## config.mk

```make
export PLATFORM = sky130hd
export DESIGN_NAME = alu_uart_host
export DESIGN_NICKNAME = d
export VERILOG_FILES = /design/src/rtl/alu_uart_pkg.sv /design/src/rtl/alu_uart_host_tmo_counter.sv /design/src/rtl/alu_uart_host.sv
export SDC_FILE = /design/constraint.sdc
export NUM_CORES = 1
export LEC_CHECK = 0
export BUFFER_PORTS_ARGS = -buffer_cell sky130_fd_sc_hd__buf_2
export CORE_MARGIN = 10
export CORE_UTILIZATION = 57
export CTS_CLUSTER_SIZE = 16
export DETAILED_ROUTE_END_ITERATION = 10
export GPL_TIMING_DRIVEN = 0
export PLACE_DENSITY = 0.84
export SETUP_SLACK_MARGIN = 0.5
export SLEW_MARGIN = 20
export SYNTH_ARGS = -nofsm -noshare
export SYNTH_HDL_FRONTEND = slang
export SYNTH_SLANG_ARGS = --single-unit
```

## constraint.sdc

```tcl
create_clock -name i_clk -period 3.6 [get_ports i_clk]
set_input_delay 0.72 -clock i_clk [delete_from_list [all_inputs] [get_ports i_clk]]
set_output_delay 0.72 -clock i_clk [all_outputs]
set_load 0.01 [all_outputs]
```

## src/rtl/alu_uart_pkg.sv

```systemverilog
// Shared definitions for the UART ALU link (host and device sides).
// - state_t   : host FSM state encoding (3 bits)
// - IDX_*     : position of each request byte on the wire (A first, then B, then op)
// - *_DEF     : default operand / op-code widths used by both ends of the link
package alu_uart_pkg;

  localparam int NB_DATA_DEF = 8;
  localparam int NB_CODE_DEF = 6;

  localparam int IDX_A  = 0;
  localparam int IDX_B  = 1;
  localparam int IDX_OP = 2;

  typedef enum logic [2:0] {
    ST_IDLE     = 3'd0,
    ST_SEND_A   = 3'd1,
    ST_SEND_B   = 3'd2,
    ST_SEND_OP  = 3'd3,
    ST_WAIT_RES = 3'd4
  } state_t;

endpackage

```

## src/rtl/alu_uart_host_tmo_counter.sv

```systemverilog
// tmo_counter: free-running up counter with synchronous clear, used as the
// WAIT_RES timeout.
// Ports:
//   i_clk, i_reset : clock, synchronous active-high reset
//   i_clear        : force the count to zero (takes priority over i_enable)
//   i_enable       : increment by one this cycle
//   o_reached      : count currently equals LIMIT-1
module tmo_counter #(
  parameter int NB    = 20,
  parameter int LIMIT = 1000000
) (
  input  logic i_clk,
  input  logic i_reset,
  input  logic i_clear,
  input  logic i_enable,
  output logic o_reached
);

  logic [NB-1:0] cnt;

  always_ff @(posedge i_clk) begin
    if (i_reset || i_clear) begin
      cnt <= '0;
    end else if (i_enable) begin
      cnt <= cnt + 1'b1;
    end
  end

  assign o_reached = (cnt == NB'(LIMIT - 1));

endmodule

```

## src/rtl/alu_uart_host.sv

```systemverilog
// alu_uart_host: host-side initiator for the UART ALU link.
// Takes one request (A, B, op), pushes it as three bytes into a UART TX FIFO,
// then waits (bounded by TIMEOUT_CYC cycles) for a single result byte from the
// UART RX FIFO and hands it back to the requester.
// Ports:
//   i_clk, i_reset             : clock, synchronous active-high reset
//   i_req_valid / o_req_ready  : request handshake; a request transfers on a
//                                cycle where both are 1. o_req_ready is 1 only
//                                in IDLE; a held request simply waits.
//   i_req_a, i_req_b, i_req_op : request payload
//   o_wr_uart, o_w_data        : TX FIFO push strobe and data
//   i_tx_full                  : TX FIFO full; blocks the push
//   o_rd_uart                  : RX FIFO pop strobe (i_r_data valid while !i_rx_empty)
//   i_r_data, i_rx_empty       : RX FIFO head word and empty flag
//   o_res_valid                : one-cycle pulse, result or timeout available
//   o_result, o_timeout        : result byte (0 on timeout) and timeout flag,
//                                held until the next o_res_valid
//   o_drop_cnt                 : stray RX bytes discarded in IDLE, saturating
//   o_state                    : current FSM state, for observation
module alu_uart_host
  import alu_uart_pkg::*;
#(
  parameter int NB_DATA     = NB_DATA_DEF,
  parameter int NB_CODE     = NB_CODE_DEF,
  parameter int NB_TIMEOUT  = 20,
  parameter int TIMEOUT_CYC = 1000000
) (
  input  logic               i_clk,
  input  logic               i_reset,
  input  logic               i_req_valid,
  output logic               o_req_ready,
  input  logic [NB_DATA-1:0] i_req_a,
  input  logic [NB_DATA-1:0] i_req_b,
  input  logic [NB_CODE-1:0] i_req_op,
  output logic               o_wr_uart,
  output logic [NB_DATA-1:0] o_w_data,
  input  logic               i_tx_full,
  output logic               o_rd_uart,
  input  logic [NB_DATA-1:0] i_r_data,
  input  logic               i_rx_empty,
  output logic               o_res_valid,
  output logic [NB_DATA-1:0] o_result,
  output logic               o_timeout,
  output logic [7:0]         o_drop_cnt,
  output state_t             o_state
);

  state_t                  state;
  logic [2:0][NB_DATA-1:0] req_bytes;
  logic                    tmo_hit;
  logic                    in_send;

  // The counter is held at zero outside WAIT_RES, so it starts from 0 on entry.
  tmo_counter #(
    .NB    (NB_TIMEOUT),
    .LIMIT (TIMEOUT_CYC)
  ) u_tmo (
    .i_clk     (i_clk),
    .i_reset   (i_reset),
    .i_clear   (state != ST_WAIT_RES),
    .i_enable  (state == ST_WAIT_RES),
    .o_reached (tmo_hit)
  );

  always_ff @(posedge i_clk) begin
    if (i_reset) begin
      state       <= ST_IDLE;
      req_bytes   <= '0;
      o_res_valid <= 1'b0;
      o_result    <= '0;
      o_timeout   <= 1'b0;
      o_drop_cnt  <= '0;
    end else begin
      o_res_valid <= 1'b0;
      case (state)
        ST_IDLE: begin
          // Anything in RX while idle belongs to no request: it is popped
          // (see o_rd_uart) and only counted here.
          if (!i_rx_empty && (o_drop_cnt != 8'hFF)) begin
            o_drop_cnt <= o_drop_cnt + 8'd1;
          end
          if (i_req_valid) begin
            req_bytes[IDX_A]  <= i_req_a;
            req_bytes[IDX_B]  <= i_req_b;
            req_bytes[IDX_OP] <= NB_DATA'(i_req_op);
            state             <= ST_SEND_A;
          end
        end
        ST_SEND_A:  if (!i_tx_full) state <= ST_SEND_B;
        ST_SEND_B:  if (!i_tx_full) state <= ST_SEND_OP;
        ST_SEND_OP: if (!i_tx_full) state <= ST_WAIT_RES;
        ST_WAIT_RES: begin
          // Data is checked first so a byte arriving on the last counting
          // cycle is returned rather than reported as a timeout.
          if (!i_rx_empty) begin
            o_result    <= i_r_data;
            o_timeout   <= 1'b0;
            o_res_valid <= 1'b1;
            state       <= ST_IDLE;
          end else if (tmo_hit) begin
            o_result    <= '0;
            o_timeout   <= 1'b1;
            o_res_valid <= 1'b1;
            state       <= ST_IDLE;
          end
        end
        default: state <= ST_IDLE;
      endcase
    end
  end

  assign in_send     = (state == ST_SEND_A) || (state == ST_SEND_B) || (state == ST_SEND_OP);
  assign o_req_ready = (state == ST_IDLE);
  assign o_wr_uart   = in_send && !i_tx_full;
  assign o_rd_uart   = ((state == ST_IDLE) || (state == ST_WAIT_RES)) && !i_rx_empty;
  assign o_state     = state;

  always_comb begin
    o_w_data = '0;
    case (state)
      ST_SEND_A:  o_w_data = req_bytes[IDX_A];
      ST_SEND_B:  o_w_data = req_bytes[IDX_B];
      ST_SEND_OP: o_w_data = req_bytes[IDX_OP];
      default:    o_w_data = '0;
    endcase
  end

endmodule
```

==> run_results.csv, run 1 <==
group,metric,value,unit
power,clock_power_share,0.368,
grt,grt.overflow.total,0,
sta,final.setup.worst_slack,809.6,ps
final_layout,fillers,387,
yosys,ys_ff_latch,63,
floorplan,dieArea,8181,µm²
power,p_sw,0.3632,mW
grt,grt_pass1_vias,2668,
clock_tree,clockRootBuffer,"clkbuf_8",
yosys,synth_fp_nets,374,
yosys,syn_avg_cell_area,8.395,µm²
worst_setup_path,max_stage_delay,400,ps
drt,drc,0,
worst_setup_path,cp-startpoint,"o_state[0]$_SDFFE_PP0P_",
sta,min_period,2790,ps
worst_setup_path,cp_max_fo,10,
sta,rsz0062_at_grt,"no",
grt,antenna_found_initial,0,
clock_tree,cts_setup_buffers,0,
yosys,ys_seq_area_frac,0.4458,
floorplan,die_x,90.45,µm
yosys,synth_edf_count,0,
sta,max_freq,358.4,MHz
yosys,yosys.area.top_type,"dfxtp_1",
worst_setup_path,crit_path_start_kind,"register",
sta,slew_violations,0,
worst_setup_path,cp_cell_sequence,"buf_2 -> buf_1 -> mux2_2 -> a22oi_1 -> nor2_1 -> buf_2",
min_path,worst_hold_path_type,"reg2reg",
yosys,syn_inst,337,
sta,relSlewSlack,0.4549,
worst_setup_path,crit_buf_inv,3,
clock_tree,cts_tree,"done",
worst_setup_path,critical_path_class,"reg2out",
sta,fin_worst_skew,2.528,ps
yosys,syn-cell-area,2829,µm²
sta,worst_slew_pin_slew,810.3,ps
yosys,netlist.area_leader.share,0.4458,
yosys,yosys_warnings,0,
drt,avgViaCountPerCell,5.511,
final_layout,final_core_util,0.7155,
clock_tree,clock_latency,340,ps
floorplan,die_h,90.45,µm
power,ir_drop,0.2758,mV
worst_setup_path,path_common_cell,"buf_2",
final_layout,drive_gt1_frac,0.2260,
power,p_int,1.069,mW
yosys,ys.flop_type,"dfxtp_1",
sta,hold_viol,0,
floorplan,core_area,4755,µm²
run,max_cap_violations,0,
power,comb_power_share,0.117,
drt,vias,2662,
clock_tree,cts_buffers,9,
drt,drtPass1Iterations,4,
worst_setup_path,worstPathArrival,2070,ps
drt,wire_per_inst,14.76,µm
drt,wirelength,7127,µm
power,p_total,1.432,mW
floorplan,rows,25,
worst_setup_path,end_kind,"primary output",
placement,portBuffers,65,
placement,dpl.hpwl,5344,µm
final_layout,antenna_cells,0,
grt,grt_pass1_wl,12060,µm
yosys,synthDistinctLibCells,45,
min_path,worst_hold_startpoint,"req_bytes[10]$_SDFFE_PP0P_",
worst_setup_path,worst_path_dominant_cell_family,"buffers and inverters",
clock_tree,clockBufferDepth,2,
sta,min_period_over_period,0.7751,
final_layout,multi_input_area,1465,µm²
grt,grt_max_degree,11,
yosys,yosys-top-cells-area,"dfxtp_1 45%, a21oi_1 7.1%, nand2_1 7.0%, xor2_1 4.3%, nor2_1 4.2%",
sta,tns,0,ps
final_layout,nets,450,
worst_setup_path,cp.required,2880,ps
power,sw_frac_of_total,0.2536,
clock_tree,cts_resized,0,
floorplan,initial_core_util,0.5950,
drt,dr.first_iter.drc_count,160,
power,power_frac_seq,0.515,
clock_tree,cts_num_sinks,63,
clock_tree,cts.clk_slew.worst_paths,60,ps
worst_setup_path,r2r_start,"u_tmo.cnt[0]$_SDFFE_PP0N_",
final_layout,syn_to_final_growth,20.26,%
floorplan,ios,67,
sta,setup_viol_count_final,0,
drt,ant_nets,0,
placement,post-place-ws,1197,ps
clock_tree,htreeDepth,3,
status,outcome,"finished, final reports clean",
power,p_leak,1.363,nW
grt,grt.total_usage,0.1777,
power,power_density,420.9,nW/µm²
yosys,synth-async-reset-ratio,0,
final_layout,regArea,1261,µm²
placement,gp_congestion,0.8141,
worst_setup_path,critPathSlowestCell,"buf_1",
clock_tree,postCtsHoldBufs,0,
## routing by layer
layer | routed length, µm | vias up | GRT usage
met5 | 0 | - | 0
met4 | 161 | 0 | 0.07692
met3 | 431 | 16 | 0.06899
met2 | 3684 | 79 | 0.3008
met1 | 2849 | 1225 | 0.1928
li1 | - | 1342 | -
## worst paths after layout
path	end	slack (ps)	cells past startpoint
worst max-delay path	o_w_data[2]	810	6
worst min register to register	req_bytes[10]$_SDFFE_PP0P_	460	2
worst max register to register	o_result[0]$_SDFFE_PP0P_	1540	7
worst min-delay path	req_bytes[10]$_SDFFE_PP0P_	460	2
## power by group through the flow
stage / registers [mW] / logic (mW) / clock network [mW]
5_1_grt: 0.740 / 0.187 / 0.561
2_1_floorplan: 0.752 / 0.105 / 0
3_3_place_gp: 0.752 / 0.165 / 0
3_5_place_dp: 0.753 / 0.168 / 0
4_1_cts: 0.737 / 0.169 / 0.532
6_report: 0.737 / 0.168 / 0.526
## worst register-to-register path, delay by kind of cell (launching register included)
family	cells	cell delay [ps]
DFF	1	390
and+or+nand+nor	2	400
AOI/OAI and AO/OA	2	370
buffers and inverters	2	540
adders and majority gates	1	230
## state kept, by name, indices dropped and copies added (netlist names)
name,flops
req_bytes,22
o_result,8
o_drop_cnt,8
o_timeout,1
o_state,3
u_tmo.cnt,20
o_res_valid,1
## cell usage after synthesis (all sizes together) (3+ instances only)
library cell	count
dfxtp	63
nand2	53
a21oi	40
nor2	33
clkbuf	16
o21ai	15
xor2	14
nand3	11
a22oi	8
a32oi	8
and3	6
buf	6
mux2	6
nand4	6
or3	6
and2	4
nor3	4
o21a	4
and4	3
nor2b	3
nor4	3
xnor2	3
## cells by family (layout without fill, tap and decap cells)
| group | count (synthesis) | in the layout | share of synthesized area |
|---|---|---|---|
| multiplexers | 7 | 7 | 0.02742 |
| flip-flops | 63 | 63 | 0.4458 |
| AND/OR/NAND/NOR | 141 | 141 | 0.2495 |
| XOR/XNOR | 17 | 17 | 0.05263 |
| AO/OA/AOI/OAI | 83 | 83 | 0.1796 |
| adder cells (fa/ha/maj) | 2 | 2 | 0.008844 |
| buffers and inverters | 24 | 103 | 0.03627 |
## area by class of cell
type | instances | share of cell area
sequential | 63 | 0.3707
buffer | 22 | 0.02795
timing repair buffer | 65 | 0.09562
multi-input combinational | 250 | 0.4307
inverter | 2 | 0.002207
clock inverter | 1 | 0.001471
tap | 67 | 0.02464
clock buffer | 13 | 0.04671
## per-stage QoR
stage	hold slack [ps]	area (µm²)	std cells
after floorplan	432.9	2829	337
final	455.9	3402	483
after global routing	469.8	3402	483
after CTS	455.4	3402	483
after detailed placement	446.9	3238	469
after global placement	441.9	3238	469
## cell usage in the layout (no fill, tap or decap), types with 2 or more instances in the layout
cell,synthesis,layout
o2111ai_1,2,2
o21ai_0,14,14
a32oi_1,8,8
xor2_1,14,14
clkbuf_1,16,18
nor4_1,2,2
nand4_1,5,5
nand3_1,11,11
and2_1,3,3
nor3_1,4,4
mux2_2,6,6
inv_1,2,2
or3_1,6,6
and3_1,6,6
nor2_1,32,32
or4_1,2,2
and4_1,3,3
clkbuf_8,0,11
dfxtp_1,63,63
o31ai_1,2,2
a22oi_1,8,8
nor2b_1,3,3
xnor2_1,3,3
a21oi_1,40,40
o21a_1,4,4
nand2_1,53,53
nor4b_1,2,2
ha_1,2,2
buf_2,4,69
(Power assumes the default switching activity.)
==> run 2, diff against run 1 <==
--- a/config.mk
+++ b/config.mk
@@ -7,11 +7,11 @@
 export LEC_CHECK = 0
 export BUFFER_PORTS_ARGS = -buffer_cell sky130_fd_sc_hd__buf_2
 export CORE_MARGIN = 10
-export CORE_UTILIZATION = 57
+export CORE_UTILIZATION = 48
 export CTS_CLUSTER_SIZE = 16
 export DETAILED_ROUTE_END_ITERATION = 10
 export GPL_TIMING_DRIVEN = 0
-export PLACE_DENSITY = 0.84
+export PLACE_DENSITY = 0.75
 export SETUP_SLACK_MARGIN = 0.5
 export SLEW_MARGIN = 20
 export SYNTH_ARGS = -nofsm -noshare
==> constraint.sdc (replaced) <==
create_clock -name i_clk -period 2.4 [get_ports i_clk]
set_input_delay 0.48 -clock i_clk [delete_from_list [all_inputs] [get_ports i_clk]]
set_output_delay 0.48 -clock i_clk [all_outputs]
set_load 0.01 [all_outputs]
==> run_results.csv, run 2 (synthesis results as in run 1) <==
group,metric,value,unit
grt,antenna_found_initial,0,
power,power_density,613.5,nW/µm²
grt,grt.overflow.total,0,
sta,rsz0062_at_grt,"yes",
drt,ant_nets,0,
worst_setup_path,max_stage_delay,320,ps
final_layout,multi_input_area,1546,µm²
min_path,worst_hold_path_type,"in2reg",
sta,worst_slew_pin_slew,792.3,ps
drt,avgViaCountPerCell,5.494,
clock_tree,cts_buffers,9,
floorplan,die_x,96.77,µm
min_path,min_to,"req_bytes[18]$_SDFFE_PP0P_",
power,ir_drop,0.3774,mV
final_layout,layout_commonest_cell,"buf_2",
final_layout,fin_area,3613,µm²
placement,dpl.cell_count,474,
worst_setup_path,crit_path_start_kind,"register",
final_layout,nets,459,
final_layout,final_cells,498,
clock_tree,cts_tree,"done",
placement,gp_congestion,0.8285,
final_layout,regArea,1265,µm²
grt,grt.total_usage,0.1577,
min_path,hold_path_depth,3,
grt,use_met3,0.05536,
power,p_leak,1.457,nW
drt,drtPass1Iterations,4,
final_layout,antenna_cells,0,
final_layout,top_regs,"req_bytes: 22 flops, u_tmo.cnt: 20 flops",
final_layout,regMostFlops,"req_bytes",
worst_setup_path,rrSetupSlack,590,ps
clock_tree,clockRootBuffer,"clkbuf_8",
min_path,worst_hold_startpoint,"i_req_op[2]",
clock_tree,postCtsHoldBufs,0,
worst_setup_path,ff2ff_path_depth,4,
floorplan,core_area,5608,µm²
placement,post-place-ws,344.4,ps
clock_tree,cts_num_sinks,63,
floorplan,ios,67,
grt,grt_max_degree,11,
worst_setup_path,worstPathArrival,1550,ps
grt,use_met2,0.2674,
run,max_cap_violations,0,
clock_tree,cts.clk_slew.worst_paths,70,ps
worst_setup_path,critical_path_class,"reg2out",
grt,met1_usage,0.1764,
floorplan,dieArea,9364,µm²
sta,tns,0,ps
sta,final.setup.worst_slack,370.0,ps
clock_tree,clockBufferDepth,2,
floorplan,initial_core_util,0.5045,
final_layout,final_core_util,0.6444,
final_layout,fillers,512,
placement,dpl.hpwl,5354,µm
placement,place_area,3246,µm²
drt,drc,0,
sta,max_freq,492.6,MHz
worst_setup_path,cp_max_fo,6,
drt,dr.first_iter.drc_count,109,
grt,busiest_layer,"met2",
final_layout,layout_common_cells,"68 x buf_2, 60 x dfxtp_1, 53 x nand2_1, 40 x a21oi_1, 32 x nor2_1",
sta,min_period,2030,ps
clock_tree,clock_latency,340,ps
sta,min_period_over_period,0.8458,
status,outcome,"finished, final reports clean",
sta,setup_viol_count_final,0,
sta,slew_violations,0,
sta,hold_viol,0,
worst_setup_path,cp.required,1920,ps
drt,vias,2736,
grt,grt_pass1_wl,12560,µm
drt,wire_per_inst,15.04,µm
final_layout,syn_to_final_growth,27.73,%
worst_setup_path,r2r_start,"u_tmo.cnt[7]$_SDFFE_PP0N_",
worst_setup_path,critPathSlowestCell,"dfxtp_2",
grt,grt_pass1_vias,2733,
clock_tree,htreeDepth,3,
worst_setup_path,r2r_end,"o_result[7]$_SDFFE_PP0P_",
final_layout,largest_reg_flops,22,
sta,relSlewSlack,0.4671,
floorplan,die_h,96.77,µm
drt,wirelength,7492,µm
floorplan,rows,27,
final_layout,drive_gt1_frac,0.3005,
worst_setup_path,end_kind,"primary output",
worst_setup_path,cp_cell_sequence,"buf_6 -> buf_8 -> mux2_4 -> a22oi_2 -> nor2_1 -> buf_2",
placement,portBuffers,65,
sta,fin_worst_skew,6.269,ps
==> run 2: cell count changes in the layout (fill, tap and decap cells not counted), sizes merged <==
| cell | change |
|---|---|
| clkbuf | -5 |
| buf | +12 |
| clkinvlp | +1 |
| clkinv | +2 |
==> run 2: critical path: cells and delay by family (launching register included) <==
kind / cells / cell delay, ps
DFF: 1 / 320
buffers and inverters: 3 / 390
AOI/OAI and AO/OA: 1 / 140
muxes: 1 / 300
and+or+nand+nor: 1 / 60
==> run 2: power by group <==
group          internal, mW  switching [mW]  total (mW)
clock                 0.391           0.391       0.782
sequential             1.08          0.0254        1.11
combinational         0.148           0.177       0.325
total                  1.62           0.593        2.22
==> run 2: worst max-delay path by stage <==
stage / cells past startpoint / end / slack [ps] / start
after floorplan: 5 / o_w_data[0] / 580 / o_state[0]$_SDFFE_PP0P_
after global placement: 7 / o_result[0]$_SDFFE_PP0P_ / 350 / u_tmo.cnt[0]$_SDFFE_PP0N_
after detailed placement: 6 / o_w_data[5] / 340 / o_state[0]$_SDFFE_PP0P_
after CTS: 6 / o_w_data[5] / 350 / o_state[0]$_SDFFE_PP0P_
after global routing: 6 / o_w_data[3] / 320 / o_state[0]$_SDFFE_PP0P_
final: 6 / o_w_data[0] / 370 / o_state[0]$_SDFFE_PP0P_
==> run 2: cell type report <==
cell class,instances,area share
repair buffers,74,0.1108
well taps,72,0.02493
plain buffers,22,0.03878
multi-input cells,250,0.4280
flip-flops and latches,63,0.3501
inverters,2,0.002078
clock buffers,11,0.03913
clock inverters,4,0.006233
==> run 2: per-stage QoR <==
stage | total power [mW] | hold slack (ps)
after global routing | 2.316 | 369.9
after CTS | 2.226 | 360.7
after detailed placement | 1.385 | 447.5
after floorplan | 1.286 | 432.9
after global placement | 1.379 | 439.2
final | 2.217 | 365.9
==> run 2: metal layers <==
metal,share of wire,up-vias
met5,0,-
met4,0.017,0
met3,0.049,9
met2,0.49,54
met1,0.44,1314
li1,-,1359
==> run 2: timing repair <==
action | in CTS | in global routing
setup buffers | 9 | 0
setup endpoints to repair | 21 | 50
pin swaps | 11 | 10
resized for setup | 33 | 13
